--- config.mk ---
export PLATFORM = sky130hd
export DESIGN_NAME = mem_arbiter_flat
export DESIGN_NICKNAME = d
export VERILOG_FILES = /design/src/rtl/mem_arbiter_pkg.sv /design/src/rtl/mem_arbiter_if.sv /design/src/rtl/mem_arbiter_control.sv /design/src/rtl/mem_arbiter.sv /design/src/flat_wrapper.sv
export SDC_FILE = /design/constraint.sdc
export NUM_CORES = 1
export LEC_CHECK = 0
export BUFFER_PORTS_ARGS = -buffer_cell sky130_fd_sc_hd__buf_2
export CAP_MARGIN = 20
export CELL_PAD_IN_SITES_DETAIL_PLACEMENT = 0
export CELL_PAD_IN_SITES_GLOBAL_PLACEMENT = 2
export CORE_AREA = 2 2 271 273
export CTS_BUF_LIST = sky130_fd_sc_hd__clkbuf_16
export CTS_CLUSTER_SIZE = 28
export DETAILED_ROUTE_END_ITERATION = 10
export DIE_AREA = 0 0 273 275
export PLACE_DENSITY = 0.66
export REMOVE_ABC_BUFFERS = 1
export SYNTH_ARGS = -nofsm -noshare
export SYNTH_HDL_FRONTEND = slang
export SYNTH_HIERARCHICAL = 1
export SYNTH_SLANG_ARGS = --single-unit
--- constraint.sdc ---
create_clock -name clk -period 2.2 [get_ports clk]
set_input_delay 0.44 -clock clk [delete_from_list [all_inputs] [get_ports clk]]
set_output_delay 0.44 -clock clk [all_outputs]
set_load 0.03 [all_outputs]
--- src/rtl/mem_arbiter_pkg.sv ---
// Shared types for the L1-to-pmem arbiter: line/word widths, FSM states, grant owner.
package mem_arbiter_pkg;

  localparam int ARB_LINE_W = 128;
  localparam int ARB_ADDR_W = 16;

  typedef logic [ARB_LINE_W-1:0] lc3b_cacheline;
  typedef logic [ARB_ADDR_W-1:0] lc3b_word;

  typedef enum logic [2:0] {
    IDLE,
    I_BUSY,
    D_RD,
    D_WR,
    I_RESP,
    D_RESP
  } arb_state_e;

  typedef enum logic {
    ICACHE,
    DCACHE
  } grant_e;

endpackage

--- src/rtl/mem_arbiter_if.sv ---
// Bundle of the I-cache, D-cache and physical-memory line ports seen by the arbiter.
interface mem_arbiter_if #(
  parameter int LINE_W = mem_arbiter_pkg::ARB_LINE_W,
  parameter int ADDR_W = mem_arbiter_pkg::ARB_ADDR_W
);

  logic              icache_pmem_read;
  logic [ADDR_W-1:0] icache_pmem_address;
  logic [LINE_W-1:0] icache_pmem_rdata;
  logic              icache_pmem_resp;

  logic              dcache_pmem_read;
  logic              dcache_pmem_write;
  logic [ADDR_W-1:0] dcache_pmem_address;
  logic [LINE_W-1:0] dcache_pmem_wdata;
  logic [LINE_W-1:0] dcache_pmem_rdata;
  logic              dcache_pmem_resp;

  logic              pmem_read;
  logic              pmem_write;
  logic [ADDR_W-1:0] pmem_address;
  logic [LINE_W-1:0] pmem_wdata;
  logic [LINE_W-1:0] pmem_rdata;
  logic              pmem_resp;

  // The arbiter's view: cache requests and memory completions come in.
  modport slave (
    input  icache_pmem_read, icache_pmem_address,
    output icache_pmem_rdata, icache_pmem_resp,
    input  dcache_pmem_read, dcache_pmem_write, dcache_pmem_address, dcache_pmem_wdata,
    output dcache_pmem_rdata, dcache_pmem_resp,
    output pmem_read, pmem_write, pmem_address, pmem_wdata,
    input  pmem_rdata, pmem_resp
  );

  // The surrounding system's view: caches and memory.
  modport master (
    output icache_pmem_read, icache_pmem_address,
    input  icache_pmem_rdata, icache_pmem_resp,
    output dcache_pmem_read, dcache_pmem_write, dcache_pmem_address, dcache_pmem_wdata,
    input  dcache_pmem_rdata, dcache_pmem_resp,
    input  pmem_read, pmem_write, pmem_address, pmem_wdata,
    output pmem_rdata, pmem_resp
  );

endinterface

--- src/rtl/mem_arbiter_control.sv ---
// Arbiter FSM: round-robin grant between I and D caches, holds the grant for a whole
// pmem transaction, then spends one cycle pulsing the owner's resp before re-arbitrating.
module arbiter_control
  import mem_arbiter_pkg::*;
(
  input  logic clk,
  input  logic reset_n,
  input  logic i_req_i,
  input  logic d_read_i,
  input  logic d_write_i,
  input  logic pmem_resp_i,
  output logic load_addr_o,
  output logic addr_sel_d_o,
  output logic load_wdata_o,
  output logic load_line_o,
  output logic pmem_read_o,
  output logic pmem_write_o,
  output logic icache_resp_o,
  output logic dcache_resp_o
);

  arb_state_e state_q, state_d;
  grant_e     last_grant_q, last_grant_d;
  logic       d_req;

  // A write with read also high is a protocol error and is served as a write.
  assign d_req = d_read_i | d_write_i;

  // State and last-grant registers with synchronous active-low reset.
  always_ff @(posedge clk) begin
    if (!reset_n) begin
      state_q      <= IDLE;
      last_grant_q <= DCACHE;
    end else begin
      state_q      <= state_d;
      last_grant_q <= last_grant_d;
    end
  end

  // Next state: arbitrate only in IDLE, so a resp cycle never overlaps a new grant.
  always_comb begin
    state_d      = state_q;
    last_grant_d = last_grant_q;
    case (state_q)
      IDLE: begin
        if (i_req_i && (!d_req || last_grant_q == DCACHE)) begin
          state_d      = I_BUSY;
          last_grant_d = ICACHE;
        end else if (d_req) begin
          state_d      = d_write_i ? D_WR : D_RD;
          last_grant_d = DCACHE;
        end
      end
      I_BUSY:  if (pmem_resp_i) state_d = I_RESP;
      D_RD:    if (pmem_resp_i) state_d = D_RESP;
      D_WR:    if (pmem_resp_i) state_d = D_RESP;
      I_RESP:  state_d = IDLE;
      D_RESP:  state_d = IDLE;
      default: state_d = IDLE;
    endcase
  end

  // Strobes, resp pulses and datapath load enables decoded from the current/next state.
  always_comb begin
    pmem_read_o   = (state_q == I_BUSY) || (state_q == D_RD);
    pmem_write_o  = (state_q == D_WR);
    icache_resp_o = (state_q == I_RESP);
    dcache_resp_o = (state_q == D_RESP);
    load_addr_o   = (state_q == IDLE) && (state_d != IDLE);
    addr_sel_d_o  = (state_d == D_RD) || (state_d == D_WR);
    load_wdata_o  = (state_q == IDLE) && (state_d == D_WR);
    load_line_o   = ((state_q == I_BUSY) || (state_q == D_RD)) && pmem_resp_i;
  end

endmodule

--- src/rtl/mem_arbiter.sv ---
// Shared pmem line-port arbiter for the L1 I and D caches. Address and write data are
// captured at grant so pmem sees stable values; the returned line is buffered for the resp.
module mem_arbiter
  import mem_arbiter_pkg::*;
#(
  parameter int LINE_W = ARB_LINE_W,
  parameter int ADDR_W = ARB_ADDR_W
) (
  input logic          clk,
  input logic          reset_n,
  mem_arbiter_if.slave bus
);

  logic [ADDR_W-1:0] addr_q, addr_d;
  logic [LINE_W-1:0] wdata_q, wdata_d;
  logic [LINE_W-1:0] line_q, line_d;

  logic load_addr, addr_sel_d, load_wdata, load_line;
  logic pmem_read, pmem_write, icache_resp, dcache_resp;

  arbiter_control u_control (
    .clk           (clk),
    .reset_n       (reset_n),
    .i_req_i       (bus.icache_pmem_read),
    .d_read_i      (bus.dcache_pmem_read),
    .d_write_i     (bus.dcache_pmem_write),
    .pmem_resp_i   (bus.pmem_resp),
    .load_addr_o   (load_addr),
    .addr_sel_d_o  (addr_sel_d),
    .load_wdata_o  (load_wdata),
    .load_line_o   (load_line),
    .pmem_read_o   (pmem_read),
    .pmem_write_o  (pmem_write),
    .icache_resp_o (icache_resp),
    .dcache_resp_o (dcache_resp)
  );

  // Next values for the address, write-data and line-buffer registers.
  always_comb begin
    addr_d  = addr_q;
    wdata_d = wdata_q;
    line_d  = line_q;
    if (load_addr) begin
      addr_d = addr_sel_d ? bus.dcache_pmem_address : bus.icache_pmem_address;
    end
    if (load_wdata) begin
      wdata_d = bus.dcache_pmem_wdata;
    end
    if (load_line) begin
      line_d = bus.pmem_rdata;
    end
  end

  // Datapath registers, cleared by the synchronous active-low reset.
  always_ff @(posedge clk) begin
    if (!reset_n) begin
      addr_q  <= '0;
      wdata_q <= '0;
      line_q  <= '0;
    end else begin
      addr_q  <= addr_d;
      wdata_q <= wdata_d;
      line_q  <= line_d;
    end
  end

  assign bus.pmem_read         = pmem_read;
  assign bus.pmem_write        = pmem_write;
  assign bus.pmem_address      = addr_q;
  assign bus.pmem_wdata        = wdata_q;
  assign bus.icache_pmem_resp  = icache_resp;
  assign bus.dcache_pmem_resp  = dcache_resp;
  assign bus.icache_pmem_rdata = line_q;
  assign bus.dcache_pmem_rdata = line_q;

endmodule

--- src/flat_wrapper.sv ---
// flat-port wrapper written by rule: the top's interface ports become plain ports
module mem_arbiter_flat import mem_arbiter_pkg::*;
#(
  parameter int LINE_W = ARB_LINE_W,
  parameter int ADDR_W = ARB_ADDR_W
)
  (clk, reset_n, bus_icache_pmem_read, bus_icache_pmem_address, bus_icache_pmem_rdata, bus_icache_pmem_resp, bus_dcache_pmem_read, bus_dcache_pmem_write, bus_dcache_pmem_address, bus_dcache_pmem_wdata, bus_dcache_pmem_rdata, bus_dcache_pmem_resp, bus_pmem_read, bus_pmem_write, bus_pmem_address, bus_pmem_wdata, bus_pmem_rdata, bus_pmem_resp);
  mem_arbiter_if #(.LINE_W(LINE_W), .ADDR_W(ADDR_W)) bus_i ();
  input logic clk;
  input logic reset_n;
  input wire logic [$bits(bus_i.icache_pmem_read)-1:0] bus_icache_pmem_read;
  input wire logic [$bits(bus_i.icache_pmem_address)-1:0] bus_icache_pmem_address;
  output wire logic [$bits(bus_i.icache_pmem_rdata)-1:0] bus_icache_pmem_rdata;
  output wire logic [$bits(bus_i.icache_pmem_resp)-1:0] bus_icache_pmem_resp;
  input wire logic [$bits(bus_i.dcache_pmem_read)-1:0] bus_dcache_pmem_read;
  input wire logic [$bits(bus_i.dcache_pmem_write)-1:0] bus_dcache_pmem_write;
  input wire logic [$bits(bus_i.dcache_pmem_address)-1:0] bus_dcache_pmem_address;
  input wire logic [$bits(bus_i.dcache_pmem_wdata)-1:0] bus_dcache_pmem_wdata;
  output wire logic [$bits(bus_i.dcache_pmem_rdata)-1:0] bus_dcache_pmem_rdata;
  output wire logic [$bits(bus_i.dcache_pmem_resp)-1:0] bus_dcache_pmem_resp;
  output wire logic [$bits(bus_i.pmem_read)-1:0] bus_pmem_read;
  output wire logic [$bits(bus_i.pmem_write)-1:0] bus_pmem_write;
  output wire logic [$bits(bus_i.pmem_address)-1:0] bus_pmem_address;
  output wire logic [$bits(bus_i.pmem_wdata)-1:0] bus_pmem_wdata;
  input wire logic [$bits(bus_i.pmem_rdata)-1:0] bus_pmem_rdata;
  input wire logic [$bits(bus_i.pmem_resp)-1:0] bus_pmem_resp;
  assign bus_i.icache_pmem_read = bus_icache_pmem_read;
  assign bus_i.icache_pmem_address = bus_icache_pmem_address;
  assign bus_icache_pmem_rdata = bus_i.icache_pmem_rdata;
  assign bus_icache_pmem_resp = bus_i.icache_pmem_resp;
  assign bus_i.dcache_pmem_read = bus_dcache_pmem_read;
  assign bus_i.dcache_pmem_write = bus_dcache_pmem_write;
  assign bus_i.dcache_pmem_address = bus_dcache_pmem_address;
  assign bus_i.dcache_pmem_wdata = bus_dcache_pmem_wdata;
  assign bus_dcache_pmem_rdata = bus_i.dcache_pmem_rdata;
  assign bus_dcache_pmem_resp = bus_i.dcache_pmem_resp;
  assign bus_pmem_read = bus_i.pmem_read;
  assign bus_pmem_write = bus_i.pmem_write;
  assign bus_pmem_address = bus_i.pmem_address;
  assign bus_pmem_wdata = bus_i.pmem_wdata;
  assign bus_i.pmem_rdata = bus_pmem_rdata;
  assign bus_i.pmem_resp = bus_pmem_resp;
  mem_arbiter #(.LINE_W(LINE_W), .ADDR_W(ADDR_W)) u_core (.clk(clk), .reset_n(reset_n), .bus(bus_i));
endmodule
### Yosys cells after proc, flatten, opt, wreduce, memory -nomap -nowiden

Index checks and enable logic that the tools add are counted.

* register bits after elaboration: 276
* word-level logic and storage cells: 35

* equality and inequality tests: 7
* mux-type cells: 9
* bitwise gates (word level): 1
* reduce and logical (&&, ||, !) cells: 13

Operators by type and width (number)
* $mux W16: 1
* $eq A3 B2 Y1 const B: 4
* $mux W3: 4
* $pmux W3 S3: 1
* $eq A3 B3 Y1 const B: 2
* $logic_and A1 B1 Y1: 4
* $eq A3 B1 Y1 const B: 1
* $logic_not A3 Y1: 1
* $logic_or A1 B1 Y1: 3
* $mux W1: 3
* $reduce_bool A3 Y1: 1
* $reduce_and A2 Y1: 1
* $reduce_bool A2 Y1: 1
* $reduce_or A2 Y1: 1
* $logic_not A1 Y1: 1
* $or A1 B1 Y1: 1

### Logic depth before layout (Yosys ltp)

Gate-level depths: netlist (run 1).

* depth in word-level cells: 9
* depth in mapped cells: 7
* gate-level depth less buffers: 5

### Hierarchy

The synthesis (run 1) kept the hierarchy.

By module, submodules not included
* mem_arbiter: instances 1, cells an instance 1023, area an instance 11594.9 um^2
* arbiter_control: instances 1, cells an instance 32, area an instance 261.5 um^2

### Worst setup path before layout (run 1)

Ideal clock, no wire load.

* kind: register -> register
* start: register u_core.u_control.state_q[1]
* end: register u_core.line_q[107], in the netlist u_core/bus.dcache_pmem_rdata[107]
* library setup time: 116 ps
* arrival: 1742 ps
* data required time: 2084 ps
* path slack: 342 ps
* cell stages (with the launch flop): 8
* period minus slack after synthesis: 1858 ps
* cells stage by stage: dfxtp_1 xnor2_1 nor2_1 and2_1 buf_6 buf_12 mux2i_1 nor2b_1

* longest elaborated chain between the ends: 3
* elaborated cells on any way between the ends: 4
* classes of those cells: eq/ne: 2; reduce/logical: 2

Ends and longest elaborated chain
* from (decl): RTL line mem_arbiter_control.sv:22 `arb_state_e state_q, state_d;`
* from (signal assigned): RTL line mem_arbiter_control.sv:35 `state_q <= state_d;`
* $eq A3 B1 Y1 or $eq A3 B2 Y1 (tied branches)
* $logic_or A1 B1 Y1 *
* via bus_pmem_read: RTL line flat_wrapper.sv:21 `output wire logic [$bits(bus_i.pmem_read)-1:0] bus_pmem_read;`
* $logic_and A1 B1 Y1 *: RTL line mem_arbiter_control.sv:72 `load_line_o = ((state_q == I_BUSY) || (state_q == D_RD)) && pmem_resp_i;`
* via u_core.load_line: RTL line mem_arbiter.sv:18 `logic load_addr, addr_sel_d, load_wdata, load_line;`
* to (signal assigned): RTL line mem_arbiter.sv:63 `line_q <= line_d;`
* to (decl): RTL line mem_arbiter.sv:16 `logic [LINE_W-1:0] line_q, line_d;`

Mark *: on every way through the listed nets, which the timed path passes. The rest lies on a longest branch.
A chain may end at the register's enable or synchronous reset.

### Worst setup path after layout (run 1)

* start: register u_core.u_control.state_q[2]
* end: register u_core.addr_q[11], in the netlist u_core/bus.pmem_address[11]

* elaborated cells on any way between the ends: 16
* classes of those cells: eq/ne: 5; mux: 6; reduce/logical: 5

RTL lines
* $eq A3 B2 Y1 or $mux W3 (tied branches): RTL line mem_arbiter_control.sv:44, mem_arbiter_control.sv:49
* $reduce_or A2 Y1 (no source line) or $mux W3 (tied branches)
* $pmux W3 S3: RTL line mem_arbiter_control.sv:44 `case (state_q)`
* $reduce_bool A3 Y1: RTL line mem_arbiter_control.sv:69 `load_addr_o = (state_q == IDLE) && (state_d != IDLE);`
* $logic_and A1 B1 Y1 *: RTL line mem_arbiter_control.sv:69
* via u_core.load_addr: RTL line mem_arbiter.sv:18
* to (signal assigned): RTL line mem_arbiter.sv:61 `addr_q <= addr_d;`
* to (decl): RTL line mem_arbiter.sv:14 `logic [ADDR_W-1:0] addr_q, addr_d;`

Marks and branches as above.

==> metrics.cfg, run 1 <==
[outcome]
run_status=finished clean

[pwr]
powerDensity_nw_per_um2=942
swShare_pct=34.0
intPower_uw=10200
vdd_ir_drop_max_mv=0.468
sequentialPowerShare_pct=38.0
pwr-share-comb_pct=27.6
clkPwrFrac_pct=34.4
power_switching_uw=5240
finalPower_uw=15400
p_leak_uw=0.00758

[clocking]
cts_tree=yes
post_cts_buffers=0
htree_levels=2
cts_made_buffers=34
cts_buffer_depth=3
clk_latency_ps=530
post_cts_resized=0
cts_hold_buf=0
clkTransAtPathRegs_ps=60
root_buffer=clkbuf_16
cts_num_sinks=276

[floorplan]
core_um2=72300
rows=99
die_w_um=273
num_io_pins=698
die-height_um=275
start_util_pct=16.4
dieArea_um2=75100

[timing]
finalMaxSlewViolations=0
fin_ws_ps=206
hold_violations=0
rsz0062_at_grt=false
slew_headroom_pct=36.6
period_share_pct=90.7
clock.fmax_ghz=0.501
worst_clock_skew_ps=20.8
setup-tns-final_ps=0
setup_violations=0
period_minus_slack_ps=1990
tightest_slew_ps=951

[place]
portBuffers=697
pre_cts_ws_ps=88.4
globalplace.congestion=0.780
post-dp-hpwl_um=37000

[setup_path]
crit_arrival_ps=2450
critPathMaxFanout=32
criticalPathCategory=reg2reg
endpoint_kind=flip-flop
cp-start-kind=flip-flop
critPathRequiredTime_ps=2650

[synthesis]
ys_seq_elements=276
ys.flop_type=dfxtp_1
synth_top_area_cell=dfxtp_1
synth_common_cells=dfxtp_1 (276), mux2i_1 (272), nor2b_1 (256), buf_4 (131), buf_12 (26)
async_flop_share_pct=0
ys_seq_area_share_pct=46.6
synthTopCellsByArea=dfxtp_1 (47%), mux2i_1 (23%), nor2b_1 (14%), buf_4 (8.3%), buf_12 (4.4%)
synthMostInstantiatedCell=dfxtp_1
yosys_warnings=6
synth_edf_count=0
synth.distinct_cells=25
synth_top_area_share_pct=46.6
syn_inst=1055
postSynthAreaPerCell_um2=11.2
synthesis.area_um2=11900

[finish]
fin_nets=1926
drive_gt1_share_pct=47.5
fillers=7981
area_delta_synth_final_pct=38.0

[route]
drt-initial-drc-count=224
postRouteAntennaNets=0
drc_errors=0
post_drt_wl_per_cell_um=17.3
dr.pass1.iters=4
via_per_inst=3.54
vias=9279
routed_wirelength_um=45200

[global_routing]
grt_max_degree=83
grt_pass1_wl_um=62400
track_usage_pct=11.3
antenna_found_initial=27
grt_pass1_vias=9363
grt_overflow=0

[job]
max_cap_violations=0

[min_path]
hp-class=in2reg

-- state kept, by name, summed over array words and instances (netlist names) --
register,flops
u_core/bus.pmem_address,16
u_core/bus.pmem_wdata,128
u_core/bus.dcache_pmem_rdata,128
u_core/u_control/last_grant_q,1
u_core/u_control/state_q,3
-- path summary, 6_finish.rpt --
path / start / endpoint / slack [ps] / cells past startpoint
setup / recovery: u_core/u_control/state_q[2] / u_core/bus.pmem_address[11] / 210 / 5
hold / removal: bus_dcache_pmem_wdata[25] / u_core/bus.pmem_wdata[25] / 170 / 3
setup reg to reg: u_core/u_control/state_q[2] / u_core/bus.pmem_address[11] / 210 / 5
hold reg to reg: u_core/bus.pmem_wdata[125] / u_core/bus.pmem_wdata[125] / 510 / 2
-- per-stage QoR --
stage	hold WS, ps	util, %	std cells	instance area, um^2
floorplan	515	-	864	10200
global placement	492	21.2	2555	15300
detailed placement	501	21.2	2555	15300
CTS	120	22.6	2611	16300
global route	132	22.6	2613	16300
finish	168	22.6	2619	16400
-- cells by family after synthesis --
kind of cell,synth area share [%]
multiplexers,23.1
AO/OA/AOI/OAI,1.84
buffers and inverters,14.1
XOR/XNOR,0.0739
flip-flops,46.6
AND/OR/NAND/NOR,14.3
-- per-layer routing --
layer / vias to the layer above / GRT usage, % / routed length, um
met2: 462 / 20.0 / 22400
met4: 12 / 4.50 / 1420
met5: - / 0 / 75
li1: 4520 / - / -
met3: 88 / 4.95 / 4780
met1: 4197 / 11.6 / 16500
-- placed cells by master (no fill, tap or decap), types with 3 or more instances in the layout --
cell type,instances
clkinv_1,4
buf_4,23
clkinv_2,4
dfxtp_1,276
inv_1,10
buf_12,12
diode_2,8
clkbuf_16,37
o21ai_0,17
a21oi_1,18
nor2_1,4
and3_1,3
nor2b_1,256
mux2i_1,272
buf_2,696
-- critical path, stage by stage (launching register included) --
cell,delay (ps)
dfxtp_1,320
buf_4,160
nor3_1,240
o21a_1,810
o21ai_0,230
a21oi_1,160
-- area by class of cell --
cell class | instances | area [um^2] | area share, %
antenna | 8 | 20.0 | 0.122
inverter | 2 | 7.51 | 0.0459
clock inverter | 19 | 110 | 0.673
multi-input combinational | 586 | 4670 | 28.5
clock buffer | 37 | 926 | 5.66
tap | 959 | 1200 | 7.33
timing repair buffer | 732 | 3910 | 23.9
sequential | 276 | 5530 | 33.8
-- power by group through the flow --
stage | Clock, uW | Sequential [uW] | Combinational [uW]
final | 5300 | 5860 | 4260
after global routing | 5740 | 5930 | 4540
after CTS | 5590 | 5870 | 4300
after floorplan | 0 | 7260 | 1780
after detailed placement | 0 | 5970 | 4300
after global placement | 0 | 5960 | 4280
(Power assumes the default switching activity.)
==> run 2: changes to the inputs <==
--- a/config.mk
+++ b/config.mk
@@ -5,16 +5,17 @@
 export SDC_FILE = /design/constraint.sdc
 export NUM_CORES = 1
 export LEC_CHECK = 0
+export ABC_AREA = 1
 export BUFFER_PORTS_ARGS = -buffer_cell sky130_fd_sc_hd__buf_2
 export CAP_MARGIN = 20
 export CELL_PAD_IN_SITES_DETAIL_PLACEMENT = 0
 export CELL_PAD_IN_SITES_GLOBAL_PLACEMENT = 2
-export CORE_AREA = 2 2 271 273
+export CORE_AREA = 2 2 270 272
 export CTS_BUF_LIST = sky130_fd_sc_hd__clkbuf_16
 export CTS_CLUSTER_SIZE = 28
 export DETAILED_ROUTE_END_ITERATION = 10
-export DIE_AREA = 0 0 273 275
-export PLACE_DENSITY = 0.66
+export DIE_AREA = 0 0 272 274
+export PLACE_DENSITY = 0.69
 export REMOVE_ABC_BUFFERS = 1
 export SYNTH_ARGS = -nofsm -noshare
 export SYNTH_HDL_FRONTEND = slang
==> constraint.sdc (replaced) <==
create_clock -name clk -period 2.03 [get_ports clk]
set_input_delay 0.406 -clock clk [delete_from_list [all_inputs] [get_ports clk]]
set_output_delay 0.406 -clock clk [all_outputs]
set_load 0.03 [all_outputs]
==> run 2 against run 1 <==
Critical path depth down 2. Largest power group unchanged. Critical endpoint is now bus_dcache_pmem_resp. Sequential power grew 16%. Highest routed layer unchanged. Final cell count up 13%. First-iteration DRC count up 130%. Combinational power increased by 39%. Die area is 0.73% lower.
==> metrics.cfg, run 2 <==
[floorplan]
rows=99  ; unchanged
die_w_um=272  ; -0.37%
die-height_um=274  ; -0.36%
num_io_pins=698  ; unchanged
dieArea_um2=74500  ; -0.73%
start_util_pct=15.3  ; -1.1 points
core_um2=72000  ; -0.51%

[setup_path]
reg2reg_to=u_core/bus.pmem_wdata[56]
critPathRequiredTime_ps=1620  ; -1030 ps
r2r-start=u_core/u_control/last_grant_q
rrSetupSlack_ps=300  ; +90 ps
crit_arrival_ps=1460  ; -990 ps
endpoint_kind=primary output
criticalPathCategory=reg2out
critPathMaxFanout=4  ; -88%
worst_r2r_path_depth=10  ; +5
cp-start-kind=flip-flop

[min_path]
holdPathEnd=u_core/bus.dcache_pmem_rdata[27]
hp-class=in2reg
hold_depth=3  ; unchanged
min_from=bus_pmem_rdata[27]

[clocking]
post_cts_buffers=0  ; unchanged
clk_latency_ps=550  ; +20 ps
cts_made_buffers=36  ; +5.9%
root_buffer=clkbuf_16
htree_levels=2  ; unchanged
clkTransAtPathRegs_ps=60  ; about the same
cts_num_sinks=276  ; unchanged
cts_tree=yes
cts_buffer_depth=3  ; unchanged
cts_hold_buf=0  ; unchanged

[global_routing]
grt_max_degree=90  ; +8.4%
track_usage_pct=11.8  ; +0.57 points
grt_pass1_vias=10900  ; +16%
grt_overflow=0  ; unchanged
antenna_found_initial=14  ; -48%
grt_pass1_wl_um=67600  ; +8.3%

[route]
drt-initial-drc-count=510  ; +130%
drc_errors=0  ; unchanged
postRouteAntennaNets=0  ; unchanged
dr.pass1.iters=5  ; +1
via_per_inst=3.78  ; +6.7%
routed_wirelength_um=47200  ; +4.4%
post_drt_wl_per_cell_um=15.9  ; -7.9%
vias=11200  ; +21%

[synthesis]
synthMostInstantiatedCell=nor2_1
synth_top_area_share_pct=50.2  ; +3.6 points
synth.distinct_cells=25  ; unchanged
syn_inst=1422  ; +35%
synth_common_cells=nor2_1 (552), dfxtp_1 (276), o21ai_0 (246), buf_4 (133), nand2_1 (57)
synthesis.area_um2=11000  ; -7.2%
synth_edf_count=0  ; unchanged
yosys_warnings=6  ; unchanged
ys_seq_elements=276  ; unchanged
async_flop_share_pct=0  ; unchanged
ys.flop_type=dfxtp_1
synth_top_area_cell=dfxtp_1
ys_seq_area_share_pct=50.2  ; +3.6 points
postSynthAreaPerCell_um2=7.73  ; -31%
synthTopCellsByArea=dfxtp_1 (50%), nor2_1 (19%), o21ai_0 (11%), buf_4 (9.1%), buf_6 (2.6%)

[finish]
area_delta_synth_final_pct=42.8
regArea_um2=5530  ; about the same
fin_nets=2275  ; +18%
final_cell_mix=buf_2 (695), nor2_1 (551), dfxtp_1 (275)
drive_gt1_share_pct=40.2  ; -7.2 points
final_common_cell=buf_2
fin_cells=2969  ; +13%
fillers=8136  ; +1.9%
multi_input_area_um2=3790  ; -19%
fin_area_um2=15700  ; -4.1%

[timing]
period_minus_slack_ps=1870
slew_headroom_pct=63.5  ; +27 points
tightest_slew_ps=546  ; -405 ps
period_share_pct=91.9
clock.fmax_ghz=0.536
finalMaxSlewViolations=0  ; unchanged
setup_violations=0  ; unchanged
worst_clock_skew_ps=19.5  ; -1.34 ps
fin_ws_ps=165  ; -41.0 ps
rsz0062_at_grt=false
hold_violations=0  ; unchanged

[place]
globalplace.congestion=0.893  ; +14%
pre_cts_ws_ps=8.28  ; -80.1 ps
dp.cells=2902  ; +14%
portBuffers=697  ; unchanged
post-dp-hpwl_um=35600  ; -3.9%
dpl_cell_area_um2=14600  ; -4.8%

[pwr]
powerDensity_nw_per_um2=1200  ; +27%
p_leak_uw=0.00844  ; +11%
vdd_ir_drop_max_mv=0.555  ; +19%

[job]
max_cap_violations=0  ; unchanged

[outcome]
run_status=finished clean

[run 2: cell count changes after synthesis, sizes merged, moves of 26 or more]
cell	delta
nor2	+552
mux2i	-272
o21ai	+241
inv	+26
nand2	+58
nor2b	-256
[run 2: logic make-up after synthesis]
| group | count (synthesis) | share of synthesized area, % |
|---|---|---|
| AO/OA/AOI/OAI | 262 | 12.1 |
| buffers and inverters | 248 | 15.4 |
| flip-flops | 276 | 50.2 |
| AND/OR/NAND/NOR | 636 | 22.2 |
[run 2: where the power goes]
group,switching (uW),internal [uW]
combinational,4260,1670
clock,2550,3560
sequential,561,6250
[run 2: critical path, stage by stage (launching register included)]
cell	delay [ps]
dfxtp_1	440
inv_2	70
nor3_1	190
buf_2	230
[run 2: stage by stage]
stage / power (uW) / TNS (ps) / hold slack (ps) / utilization [%]
2_1_floorplan: 10400 / -813800 / 436 / -
3_3_place_gp: 12900 / 0 / 462 / 20.2
3_5_place_dp: 12900 / 0 / 470 / 20.2
4_1_cts: 19300 / 0 / 33.5 / 21.8
5_1_grt: 19900 / 0 / 48.8 / 21.8
6_report: 18900 / 0 / 78.9 / 21.8
[run 2: worst max-delay path by stage]
stage / slack (ps) / startpoint / depth (start not counted) / endpoint
2_1_floorplan: -3890 / u_core/u_control/state_q[1] / 7 / u_core/bus.dcache_pmem_rdata[127]
3_3_place_gp: 30 / bus_dcache_pmem_read / 10 / u_core/bus.pmem_wdata[107]
3_5_place_dp: 8 / bus_dcache_pmem_read / 10 / u_core/bus.pmem_wdata[104]
4_1_cts: 7 / u_core/u_control/state_q[1] / 3 / bus_pmem_read
5_1_grt: 50 / u_core/u_control/state_q[0] / 3 / bus_dcache_pmem_resp
6_report: 160 / u_core/u_control/state_q[0] / 3 / bus_dcache_pmem_resp
[run 2: final cells by class]
cell class	instances	share of cell area, %
multi-input cells	898	24.2
diodes	2	0.0319
well taps	959	7.64
repair buffers	740	25.1
inverters	29	0.725
flip-flops and latches	276	35.2
clock buffers	37	5.90
clock inverters	28	1.20
[run 2: what timing repair did]
action | in CTS | in global routing
setup endpoints to repair | 0 | 1
endpoints found under the hold margin | 0 | 0
gates resized for setup | 0 | 3
[run 2: routing by layer]
layer / up-vias / routed length [um] / GRT usage [%]
met5: - / 20 / 0
met4: 4 / 1610 / 4.60
met3: 90 / 3590 / 2.92
met2: 495 / 22700 / 20.7
met1: 5149 / 19200 / 13.9
li1: 5487 / - / -
